<file path="src/rtl/vme_slave_ctrl.sv">
// VME A16/D16 slave cycle controller: strobe synchronisers, base/AM decode, read/write sequencing, DTACK*.
// Optional ACK/RELEASE watchdog built only when VME_TIMEOUT_EN is defined.
module vme_slave_ctrl #(
  parameter logic [7:0] BASE_ADDR   = 8'h7C,
  parameter int         SYNC_STAGES = 2,
  parameter int         WAIT_CYCLES = 2
) (
  input  logic        CLK,
  input  logic        RST_N,
  input  logic [15:0] VME_A,
  input  logic [5:0]  VME_AM,
  input  logic        VME_AS_N,
  input  logic [1:0]  VME_DS_N,
  input  logic        VME_WRITE_N,
  input  logic [15:0] VME_D_IN,
  output logic [15:0] VME_D_OUT,
  output logic        VME_D_OE,
  output logic        VME_DTACK_N,
  output logic [15:0] ADDR,
  input  logic [15:0] DIN,
  output logic        WR_STB,
  output logic [15:0] WR_DATA,
  output logic        BUSY,
  output logic        TIMEOUT
);

  localparam logic [2:0] S_IDLE      = 3'd0;
  localparam logic [2:0] S_DECODE    = 3'd1;
  localparam logic [2:0] S_RD_WAIT   = 3'd2;
  localparam logic [2:0] S_RD_LATCH  = 3'd3;
  localparam logic [2:0] S_WR_STROBE = 3'd4;
  localparam logic [2:0] S_ACK       = 3'd5;
  localparam logic [2:0] S_RELEASE   = 3'd6;

  localparam logic [5:0] AM_A16_USER  = 6'h29;
  localparam logic [5:0] AM_A16_SUPER = 6'h2D;
  localparam logic [3:0] WAIT_LAST    = 4'(WAIT_CYCLES - 1);

  logic [SYNC_STAGES-1:0][3:0] r_sync;
  logic                        w_as_n;
  logic [1:0]                  w_ds_n;
  logic                        w_write_n;

  logic [2:0]  r_state;
  logic [2:0]  w_nxt;
  logic [3:0]  r_wait_cnt;
  logic [5:0]  r_am;
  logic        r_wr_n;
  logic        r_as_lock;
  logic        w_match;
  logic        w_tmo;
  logic        w_unused;

  logic        r_dtack_n;
  logic        r_oe;
  logic        r_wr_stb;
  logic        r_timeout;
  logic [15:0] r_addr;
  logic [15:0] r_dout;
  logic [15:0] r_wr_data;

  // Bit packing per stage: {WRITE_N, DS1*, DS0*, AS*}; preset to all-inactive.
  always_ff @(posedge CLK or negedge RST_N) begin
    if (!RST_N) begin
      r_sync <= '1;
    end else begin
      r_sync <= {r_sync[SYNC_STAGES-2:0], {VME_WRITE_N, VME_DS_N, VME_AS_N}};
    end
  end

  assign w_as_n    = r_sync[SYNC_STAGES-1][0];
  assign w_ds_n    = r_sync[SYNC_STAGES-1][2:1];
  assign w_write_n = r_sync[SYNC_STAGES-1][3];
  assign w_unused  = VME_A[0];

  assign w_match = (r_addr[15:8] == BASE_ADDR) &&
                   ((r_am == AM_A16_USER) || (r_am == AM_A16_SUPER));

`ifdef VME_TIMEOUT_EN
  logic [7:0] r_wdog;

  always_ff @(posedge CLK or negedge RST_N) begin
    if (!RST_N) begin
      r_wdog <= 8'd0;
    end else if (w_nxt != r_state) begin
      r_wdog <= 8'd0;
    end else if ((r_state == S_ACK) || (r_state == S_RELEASE)) begin
      r_wdog <= r_wdog + 8'd1;
    end
  end

  assign w_tmo = ((r_state == S_ACK) || (r_state == S_RELEASE)) && (r_wdog == 8'hFF);
`else
  assign w_tmo = 1'b0;
`endif

  always_comb begin
    w_nxt = r_state;
    case (r_state)
      S_IDLE: begin
        if (!w_as_n && (w_ds_n == 2'b00) && !r_as_lock) w_nxt = S_DECODE;
      end
      S_DECODE: begin
        if (w_as_n)                             w_nxt = S_IDLE;
        else if (!w_match || (w_ds_n != 2'b00)) w_nxt = S_RELEASE;
        else if (r_wr_n)                        w_nxt = S_RD_WAIT;
        else                                    w_nxt = S_WR_STROBE;
      end
      S_RD_WAIT: begin
        if (w_as_n)                        w_nxt = S_IDLE;
        else if (r_wait_cnt == WAIT_LAST)  w_nxt = S_RD_LATCH;
      end
      S_RD_LATCH: begin
        w_nxt = w_as_n ? S_IDLE : S_ACK;
      end
      S_WR_STROBE: begin
        w_nxt = w_as_n ? S_IDLE : S_ACK;
      end
      S_ACK: begin
        if (w_tmo)                  w_nxt = S_IDLE;
        else if (w_ds_n == 2'b11)   w_nxt = S_RELEASE;
      end
      S_RELEASE: begin
        if (w_tmo || w_as_n) w_nxt = S_IDLE;
      end
      default: w_nxt = S_IDLE;
    endcase
  end

  always_ff @(posedge CLK or negedge RST_N) begin
    if (!RST_N) begin
      r_state    <= S_IDLE;
      r_wait_cnt <= 4'd0;
      r_as_lock  <= 1'b0;
    end else begin
      r_state    <= w_nxt;
      r_wait_cnt <= (r_state == S_RD_WAIT) ? r_wait_cnt + 4'd1 : 4'd0;
      // After a watchdog abort the master may still hold AS; wait for it to drop.
      if (w_tmo)       r_as_lock <= 1'b1;
      else if (w_as_n) r_as_lock <= 1'b0;
    end
  end

  always_ff @(posedge CLK or negedge RST_N) begin
    if (!RST_N) begin
      r_addr    <= 16'd0;
      r_am      <= 6'd0;
      r_wr_n    <= 1'b1;
      r_dout    <= 16'd0;
      r_wr_data <= 16'd0;
      r_oe      <= 1'b0;
      r_dtack_n <= 1'b1;
      r_wr_stb  <= 1'b0;
      r_timeout <= 1'b0;
    end else begin
      if ((r_state == S_IDLE) && (w_nxt == S_DECODE)) begin
        r_addr <= {VME_A[15:1], 1'b0};
        r_am   <= VME_AM;
        r_wr_n <= w_write_n;
      end
      if ((r_state == S_RD_WAIT) && (w_nxt == S_RD_LATCH)) r_dout <= DIN;
      if ((r_state == S_DECODE) && (w_nxt == S_WR_STROBE)) r_wr_data <= VME_D_IN;
      // OE leads DTACK by one clock on reads and drops together with it.
      r_oe      <= (w_nxt == S_RD_LATCH) || ((w_nxt == S_ACK) && r_oe);
      r_dtack_n <= (w_nxt != S_ACK);
      r_wr_stb  <= (w_nxt == S_WR_STROBE);
      r_timeout <= w_tmo;
    end
  end

  assign VME_D_OUT   = r_dout;
  assign VME_D_OE    = r_oe;
  assign VME_DTACK_N = r_dtack_n;
  assign ADDR        = r_addr;
  assign WR_STB      = r_wr_stb;
  assign WR_DATA     = r_wr_data;
  assign BUSY        = (r_state != S_IDLE);
  assign TIMEOUT     = r_timeout;

endmodule

</file>
<file path="config.mk">
export PLATFORM = sky130hd
export DESIGN_NAME = vme_slave_ctrl
export DESIGN_NICKNAME = d
export VERILOG_FILES = /design/src/rtl/vme_slave_ctrl.sv
export SDC_FILE = /design/constraint.sdc
export NUM_CORES = 1
export LEC_CHECK = 0
export BUFFER_PORTS_ARGS = -buffer_cell sky130_fd_sc_hd__clkbuf_2
export CAP_MARGIN = 20
export CORE_MARGIN = 3
export CORE_UTILIZATION = 41
export CTS_CLUSTER_SIZE = 40
export DETAILED_ROUTE_END_ITERATION = 7
export PLACE_DENSITY_LB_ADDON = 0.15
export SLEW_MARGIN = 0
export SYNTH_ARGS = -nofsm -noshare
export SYNTH_HDL_FRONTEND = slang
export SYNTH_SLANG_ARGS = --single-unit
</file>
<file path="constraint.sdc">
create_clock -name CLK -period 2.6 [get_ports CLK]
set_input_delay 0.26 -clock CLK [delete_from_list [all_inputs] [get_ports CLK]]
set_output_delay 0.26 -clock CLK [all_outputs]
set_load 0.01 [all_outputs]
</file>
* Word-level counts from Yosys, hierarchy flattened
Index checks and enable logic that the tools add are counted. Widths: inputs -> output; s select.
Storage, ports and cells: flip-flop bits (word level) 72, logic and storage cells 56, output and inout bits 53, memories kept 0, bits in latches 0, RAM bits 0, memory bits (read-only) 0
Operators by class: add/sub/neg operators 1, equal/unequal tests 16, divide/modulo/power cells 0, bitwise operators 0, reduce and logical (&&, ||, !) cells 16, muxes and demuxes 11, $mul 0, shifts and indexed selects 0, magnitude comparators 0
Operators with widths (number):
- $mux 3 | 9
- $pmux 3 s6 | 1
- $eq 3x3->1 const B | 5
- $eq 6x6->1 const B | 2
- $eq 3x2->1 const B | 3
- $eq 8x7->1 const B | 1
- $eq 3x1->1 const B | 2
- $logic_and 1x1->1 | 6
- $add 4x1->4 const B | 1
- $eq 4x1->1 const B | 1
- $mux 4 | 1
- $logic_not 3->1 | 1
- $logic_or 1x1->1 | 3
- $ne 3x3->1 const B | 1
- $reduce_bool 3->1 | 1
- $eq 2x2->1 const B | 1
- $logic_not 1->1 | 2
- $logic_not 2->1 | 1
- $reduce_bool 2->1 | 1
- $reduce_or 2->1 | 1

* Logic depth before layout (Yosys ltp)
Gate-level depths: netlist (run 1).
word-level depth 11, depth in mapped cells 8, gate-level depth less buffers 6

* Worst setup path after synthesis (run 1)
No wires, ideal clock.
path type register to register, start point register r_state[2], end point register r_wr_data[10], in the netlist WR_DATA[10], arrival 1.940 ns, setup time 0.125 ns, path slack 0.535 ns, buffers on the path 3, stages on the path, launching flop included 9, cell sequence dfrtp_1 > buf_2 > or3b_4 > nand4b_4 > o211ai_2 > nand4bb_1 > buf_6 > buf_12 > mux2_4
On the way: longest elaborated chain between the ends 5, elaborated cells on any way between the ends 16, classes of those cells eq/ne (7); mux (6); reduce/logical (3)
RTL lines:
- from (decl) | line 44 | logic [2:0] r_state;
- from (signal assigned) | line 136 | r_state <= w_nxt;
- $eq 3x3->1 / $eq 3x2->1 (equally long branches) | line 99 | case (r_state)
- $reduce_or 2->1 (no line)
- $pmux 3 s6 * | line 99
- via w_nxt[0] | line 45 | logic [2:0] w_nxt;
- $eq 3x3->1 * | line 162 | if ((r_state == S_DECODE) && (w_nxt == S_WR_STROBE)) r_wr_data <= VME_D_IN;
- $logic_and 1x1->1 * | line 162
- to (signal assigned) | line 150 | r_wr_data <= 16'd0;
- to (signal assigned) | line 162
- to (decl) | line 60 | logic [15:0] r_wr_data;
Mark *: on every way through the listed nets, which the timed path passes. The rest lies on a longest branch. A chain may end at the register's enable or synchronous reset.

* Worst setup path after layout (run 1)
start point register r_state[1], end point register r_wr_data[5], in the netlist WR_DATA[5]
The elaborated chain is that of the path after synthesis.

==> results of run 1 <==
[report_power, final]
part | switching (mW) | internal (mW)
logic | 0.635 | 0.797
registers | 0.264 | 1.59
clock network | 0.363 | 0.368
[worst paths after layout]
check / start / endpoint / cells past startpoint
max: r_state[1] / WR_DATA[5] / 6
min: VME_DS_N[1] / r_sync[2] / 1
max reg2reg: r_state[1] / WR_DATA[5] / 6
min reg2reg: r_sync[1] / r_sync[5] / 0
max in group asynchronous: RST_N / r_am[5] / 1
min in group asynchronous: RST_N / VME_D_OUT[5] / 1
[sequential cells by signal (all words and copies together), names as in the netlist]
name / cells
VME_D_OE: 1
r_wait_cnt: 4
r_am: 5
r_state: 3
VME_DTACK_N: 1
WR_STB: 1
r_wr_n: 1
VME_D_OUT: 16
WR_DATA: 16
ADDR: 15
r_sync: 8
[area by class of cell]
type / count / area (µm²)
flip-flops and latches: 71 / 1790
clock inverters: 1 / 5.00
repair buffers: 114 / 596
fillers: 565 / 2890
well taps: 77 / 96.3
clock buffers: 14 / 153
inverters: 6 / 22.5
multi-input cells: 99 / 946
[metrics by stage]
step / utilization [%] / power, mW
after global placement: 52.6 / 3.30
after detailed placement: 52.6 / 3.33
final: 55.5 / 4.02
after global routing: 55.5 / 4.29
after CTS: 55.5 / 4.08
after floorplan: - / 2.76
[layer usage]
metal | track usage, % | vias up | part of all wire (%)
li1 | - | 873 | -
met1 | 16.9 | 892 | 43
met2 | 21.8 | 74 | 47
met3 | 4.10 | 7 | 8.0
met4 | 7.01 | 0 | 1.7
met5 | 0 | - | 0
[worst max-delay path: cells and delay by family (launching register included)]
family / cells / cell delay (ns)
mux: 1 / 0.37
flops: 1 / 0.48
compound gates: 1 / 0.09
buf+inv: 1 / 0.29
simple gates: 3 / 0.79
[kinds of logic (layout without fill, tap and decap cells)]
logic type | Yosys count | count (layout)
xor+xnor | 2 | 2
fa+ha+maj | 2 | 2
flops | 71 | 71
mux | 53 | 53
buf+inv | 14 | 135
simple gates | 28 | 28
other cells | 1 | 2
compound gates | 12 | 12
[timing repair]
| action | in CTS | in global routing |
|---|---|---|
| hold buffers | 3 | 0 |
| endpoints found under the setup margin | 0 | 0 |
| endpoints found under the hold margin | 3 | 0 |
[cells in the final DEF, fill, tap and decap left out, types with 2 or more instances in the layout]
cell type      instances
dlygate4sd3_1          3
buf_4                  4
nand3_1                3
ha_1                   2
o311ai_0               2
nand2_1                4
nor2_1                11
conb_1                 2
clkbuf_1               4
mux2_4                 9
mux2_2                44
clkbuf_8              10
inv_1                  6
clkbuf_2             107
dfstp_2               10
dfrtp_1               61
o21ai_0                3
==> results.rst, run 1 <==
.. list-table::
   :header-rows: 1

   * - Metric
     - Value
   * - Run status
     - finished clean
   * - Number of antenna violations at the first check in global routing
     - 0
   * - Layout-stage area growth over the synthesis result
     - 28.1%
   * - Startpoint type of the worst setup path
     - register
   * - Share of the synthesized area in the top cell type
     - 54.2%
   * - Share of the clock period used by the worst path after layout
     - 82.1%
   * - Slew HR
     - 43.0%
   * - Final WL
     - 5120 µm
   * - Synth Area in Adders
     - 0.888%
   * - CTS tree
     - built
   * - Count of flip-flops with a built-in enable after synthesis
     - 0
   * - Number of setup buffers added after CTS
     - 0
   * - Starting Density
     - 43.4%
   * - Main combinational cell family by area after synthesis
     - multiplexers
   * - Required time of the critical path
     - 2.81 ns
   * - Clk pin slew, worst setup/hold paths
     - 0.07 ns
   * - Placement Setup Slack
     - 0.444 ns
   * - Vias in the first global route
     - 1817
   * - Syn Inst Count
     - 183
   * - Min Clock Period, post-route
     - 2.14 ns
   * - Clock sink count
     - 71
   * - Max Buffers Root-to-Sink
     - 2
   * - RePlAce Congestion
     - 0.785
   * - Post-Synth XOR/XNOR Area
     - 0.622%
   * - Number of distinct library cell variants in the gate-level netlist after synthesis
     - 36
   * - List of cells traversed by the critical path
     - or3b_4 -> nand4b_4 -> o211ai_2 -> nand4bb_1 -> buf_4 -> mux2_2
   * - Hold Path Class
     - input port to register
   * - Biggest cell delay along the critical path
     - 0.48 ns
   * - Area of the die
     - 7900 µm²
   * - Peak supply drop
     - 458 µV
   * - Sequential element share of the synthesized area
     - 63.5%
   * - GR Overflow Total
     - 0
   * - Global-route wire length before repair
     - 8270 µm
   * - Number of standard cells in the final layout excluding fillers
     - 382
   * - Crit. End Element
     - register
   * - Number of placed cells counting well taps
     - 364
   * - Clock latency at the later pin of the worst-skew pair
     - 0.33 ns
   * - Mux contribution to synthesized area
     - 22.4%
   * - # Max-Cap Violations
     - 0
   * - Via-per-instance ratio
     - 4.83
   * - Ratio of cells with drive above 1 in the final layout
     - 61.6%
   * - WL/cell
     - 13.4 µm
   * - Net count reported at finish
     - 363
   * - Chip Width
     - 88.9 µm
   * - Total of warnings raised by yosys
     - 0
   * - Worst Path Arrival
     - 2.35 ns
   * - Most frequent cells after synthesis
     - dfrtp_1, mux2_2, nor2_1
   * - Number of violations reported at the end of detailed-routing iteration 0
     - 28
   * - Seq cells post-synth
     - 71
   * - Clock tree skew after final layout
     - 0.00876 ns
   * - Die H
     - 88.9 µm
   * - Netlist area before placement
     - 2820 µm²
   * - Final routed DRC violation total
     - 0
   * - Post-layout worst setup margin
     - 0.465 ns
   * - Cell type with the largest total area after synthesis
     - dfrtp_1
   * - Number of setup violations in the final report
     - 0
   * - Global-route usage over all layers
     - 13.7%
   * - Total negative setup slack
     - 0 ns
   * - Mean cell area of the mapped netlist
     - 15.4 µm²
   * - Crit Path Category
     - register to register
   * - Post-CTS resize count
     - 0
   * - Setup repair after global routing missed its margin
     - no
   * - Post-DP HPWL
     - 3690 µm
   * - Worst hold slack across all endpoints
     - 0.0212 ns
   * - Top fanout value on the critical path
     - 17
   * - Placed instance area
     - 3420 µm²
   * - Post-Synth Simple-Gate Area
     - 6.04%
   * - Top-level I/O count
     - 113
   * - Ant. Diodes
     - 0
   * - Iteration count of the initial detailed-routing pass
     - 4
   * - Core box area
     - 6490 µm²
   * - # H-tree levels
     - 3
   * - Largest cells by area after synthesis
     - dfrtp_1, mux2_2, dfstp_2
   * - Leading cell type by number of instances after synthesis
     - dfrtp_1
   * - Dominant register cell in the synthesized netlist
     - dfrtp_1
   * - PwrDens
     - 1110 nW/µm²
   * - Buffers added on ports
     - 108
   * - Root Driver
     - clkbuf_8
   * - Cell Rows
     - 29
   * - Max Freq
     - 468 MHz
   * - Worst R2R Setup Slack
     - 0.46 ns
   * - Maximum number of pins on one net before global-route repair
     - 72
   * - Compound-cell area share of the yosys netlist
     - 3.38%
   * - Post-layout instance area
     - 3610 µm²
   * - Slew Limit Fails
     - 0
   * - Total CTS buffers
     - 9
   * - Worst Max-Slew Pin Slew
     - 0.855 ns
   * - Leakage power figure
     - 1.82 nW
   * - Library cell contributing the largest single delay on the critical path
     - dfrtp_1
   * - Fin. Hold Viols
     - 0
   * - Number of nets still failing antenna checks after routing
     - 0
   * - Async SR Flop Fraction
     - 100%
   * - Vias after detailed routing
     - 1846
(Power assumes the default switching activity.)
==> run 2: changes to the inputs <==
--- a/config.mk
+++ b/config.mk
@@ -5,6 +5,7 @@
 export SDC_FILE = /design/constraint.sdc
 export NUM_CORES = 1
 export LEC_CHECK = 0
+export ABC_AREA = 1
 export BUFFER_PORTS_ARGS = -buffer_cell sky130_fd_sc_hd__clkbuf_2
 export CAP_MARGIN = 20
 export CORE_MARGIN = 3
==> constraint.sdc (replaced) <==
create_clock -name CLK -period 1.9 [get_ports CLK]
set_input_delay 0.19 -clock CLK [delete_from_list [all_inputs] [get_ports CLK]]
set_output_delay 0.19 -clock CLK [all_outputs]
set_load 0.01 [all_outputs]
==> results.rst, run 2 <==
.. list-table::
   :header-rows: 1

   * - Metric
     - Value
   * - Share of the synthesized area in the top cell type
     - 52.5% (-1.7 points)
   * - Async SR Flop Fraction
     - 100% (unchanged)
   * - Starting Density
     - 42.5% (-0.84 points)
   * - Area of the die
     - 8130 µm² (+2.9%)
   * - Most frequent standard cell in the layout excluding fill and tap cells
     - clkbuf_2
   * - Largest cells by area after synthesis
     - dfrtp_1, mux2_2, dfstp_2
   * - Run status
     - finished clean
   * - Final routed DRC violation total
     - 0 (unchanged)
   * - Post-CTS resize count
     - 0 (unchanged)
   * - Clk pin slew, worst setup/hold paths
     - 0.08 ns (about the same)
   * - Hold wc startpoint
     - VME_A[3]
   * - Setup repair after global routing missed its margin
     - no
   * - Fin. Hold Viols
     - 0 (unchanged)
   * - Netlist area before placement
     - 2910 µm² (+3.2%)
   * - Top-level I/O count
     - 113 (unchanged)
   * - Total of warnings raised by yosys
     - 0 (unchanged)
   * - Leakage power figure
     - 1.96 nW (+7.9%)
   * - Total power
     - 5.83 mW (+45%)
   * - Clock tree skew after final layout
     - 0.00819 ns (-0.000570 ns)
   * - Hold Path Class
     - input port to register
   * - Number of violations reported at the end of detailed-routing iteration 0
     - 65 (+130%)
   * - Final WL
     - 5600 µm (+9.4%)
   * - Share of the clock period used by the worst path after layout
     - 88.3% (+6.2 points)
   * - Number of antenna violations at the first check in global routing
     - 0 (unchanged)
   * - Slew Limit Fails
     - 0 (unchanged)
   * - Hold Path Cell Cnt
     - 2 (+1)
   * - Number of distinct library cell variants in the gate-level netlist after synthesis
     - 31 (-14%)
   * - Mean cell area of the mapped netlist
     - 12.3 µm² (-20%)
   * - Most frequent cells after synthesis
     - dfrtp_1, nand2_1, mux2_2
   * - Startpoint type of the worst setup path
     - register
   * - Worst R2R Setup Slack
     - 0.22 ns (-0.24 ns)
   * - Min Clock Period, post-route
     - 1.68 ns (-0.457 ns)
   * - Core box area
     - 6830 µm² (+5.2%)
   * - Syn Inst Count
     - 237 (+30%)
   * - Via-per-instance ratio
     - 4.60 (-4.9%)
   * - Commonest cells after routing, fill and taps aside
     - clkbuf_2, dfrtp_1, nand2_1
   * - Required time of the critical path
     - 2.13 ns (-0.68 ns)
   * - Max Buffers Root-to-Sink
     - 2 (unchanged)
   * - Launch instance of the worst register-to-register path
     - r_state[2]
   * - Cell Rows
     - 30 (+3.4%)
   * - Count of flip-flops with a built-in enable after synthesis
     - 0 (unchanged)
   * - RePlAce Congestion
     - 0.806 (+2.7%)
   * - Die H
     - 90.2 µm (+1.5%)
   * - Global-route usage over all layers
     - 14.8% (+1.1 points)
   * - Maximum number of pins on one net before global-route repair
     - 40 (-44%)
   * - Number of nets still failing antenna checks after routing
     - 0 (unchanged)
   * - CTS tree
     - built
   * - Ant. Diodes
     - 0 (unchanged)
   * - Chip Width
     - 90.2 µm (+1.5%)
   * - Worst reg2reg path depth
     - 8 (+2)
   * - GR Overflow Total
     - 0 (unchanged)
   * - Seq cells post-synth
     - 71 (unchanged)
   * - Buffers added on ports
     - 108 (unchanged)
   * - Vias in the first global route
     - 2116 (+16%)
   * - Endpoint of the worst register-to-register path
     - WR_DATA[5]
   * - Total CTS buffers
     - 9 (unchanged)
   * - WL/cell
     - 12.2 µm (-9.0%)
   * - Worst Path Arrival
     - 1.90 ns (-0.45 ns)
   * - Peak supply drop
     - 797 µV (+74%)
   * - Leading cell type by number of instances after synthesis
     - dfrtp_1
   * - Iteration count of the initial detailed-routing pass
     - 6 (+2)
   * - Number of setup violations in the final report
     - 0 (unchanged)
   * - Cell type with the largest total area after synthesis
     - dfrtp_1
   * - PwrDens
     - 1520 nW/µm² (+37%)
   * - Clock latency at the later pin of the worst-skew pair
     - 0.33 ns (about the same)
   * - Dominant register cell in the synthesized netlist
     - dfrtp_1
   * - Total negative setup slack
     - 0 ns (unchanged)
   * - Vias after detailed routing
     - 2110 (+14%)
   * - # Max-Cap Violations
     - 0 (unchanged)
   * - Clock sink count
     - 71 (unchanged)
   * - Crit Path Category
     - register to register
   * - Post-DP HPWL
     - 4110 µm (+11%)
   * - Net count reported at finish
     - 420 (+16%)
   * - Crit. End Element
     - register
   * - Number of placed cells counting well taps
     - 438 (+20%)
   * - Top fanout value on the critical path
     - 17 (unchanged)
   * - Number of setup buffers added after CTS
     - 0 (unchanged)
   * - Number of standard cells in the final layout excluding fillers
     - 459 (+20%)
   * - # H-tree levels
     - 3 (unchanged)
   * - Max Freq
     - 596 MHz (+27%)
   * - Layout-stage area growth over the synthesis result
     - 31.8%
   * - Worst Hold Endpoint
     - ADDR[3]
   * - Global-route wire length before repair
     - 9850 µm (+19%)
   * - Ratio of cells with drive above 1 in the final layout
     - 53.2% (-8.5 points)
   * - Sequential element share of the synthesized area
     - 61.6% (-1.9 points)
   * - Root Driver
     - clkbuf_8
-- run 2: cell count changes in the layout (fill, tap and decap cells not counted), moves of 4 or more --
cell	change
nand2_1	+38
nand4_1	+16
mux2_2	-9
mux2_4	-9
inv_1	+5
nand3_1	+4
nor2_1	+4
nor2_2	+4
-- run 2: cell families (layout without fill, tap and decap cells) --
kind of cell               Yosys count  count (layout)  synth area share (%)
buffers and inverters               24             149                  4.22
adders and majority gates            2               2                 0.861
other                                1               2                 0.129
AOI/OAI and AO/OA                    7               7                  1.77
DFF                                 71              71                  61.6
xor gates and xnor gates             2               2                 0.603
muxes                               35              35                  13.6
and+or+nand+nor                     95              95                  17.3
-- run 2: how the worst max path moves through the flow --
stage / cells after the start / to / start
2_1_floorplan: 8 / WR_DATA[10] / r_sync[4]
3_3_place_gp: 8 / WR_DATA[0] / r_state[2]
3_5_place_dp: 8 / WR_DATA[10] / r_state[2]
4_1_cts: 8 / WR_DATA[4] / r_state[2]
5_1_grt: 8 / WR_DATA[14] / r_state[2]
6_report: 8 / WR_DATA[5] / r_state[2]
-- run 2: layout make-up --
class	instances	area [µm²]
timing repair buffer	119	663
clock inverter	4	52.6
inverter	14	52.6
sequential	71	1790
fill	643	3000
multi-input combinational	143	997
clock buffer	12	155
tap	96	120
-- run 2: worst max-delay path, stage by stage (launching register included) --
cell and delay, ns:
dfrtp_1 0.49, nor2_2 0.19, nand3_1 0.15, o21ai_2 0.12, nor2_1 0.09, nand2_4 0.15, nand3_4 0.21, nand2_1 0.12
nand2_1 0.05
-- run 2: what timing repair did --
item / 4_1_cts / 5_1_grt
hold endpoints to repair: 35 / 0
endpoints found under the setup margin: 0 / 0
hold buffers: 5 / 0
-- run 2: routing by layer --
layer	routed length, µm	track usage (%)	vias to the layer above
li1	-	-	1030
met1	2460	19.0	1004
met2	2750	24.3	67
met3	317	3.26	9
met4	65	6.51	0
met5	0	0	-
-- run 2: power by group --
part | internal, mW | leakage [nW] | total [mW] | switching [mW]
Clock | 0.684 | 0.107 | 1.24 | 0.551
Combinational | 0.961 | 1.01 | 2.08 | 1.12
Sequential | 2.15 | 0.845 | 2.51 | 0.355
-- run 2: metrics by stage --
stage	worst slack, ns	cell area (µm²)	hold slack [ns]	utilization [%]
finish	0.222	3830	0.0821	56.1
global route	0.00452	3830	0.0662	56.1
CTS	0.206	3830	0.0633	56.1
detailed placement	0.209	3570	0.169	52.3
global placement	0.224	3570	0.163	52.3
floorplan	0.371	2910	-0.106	-
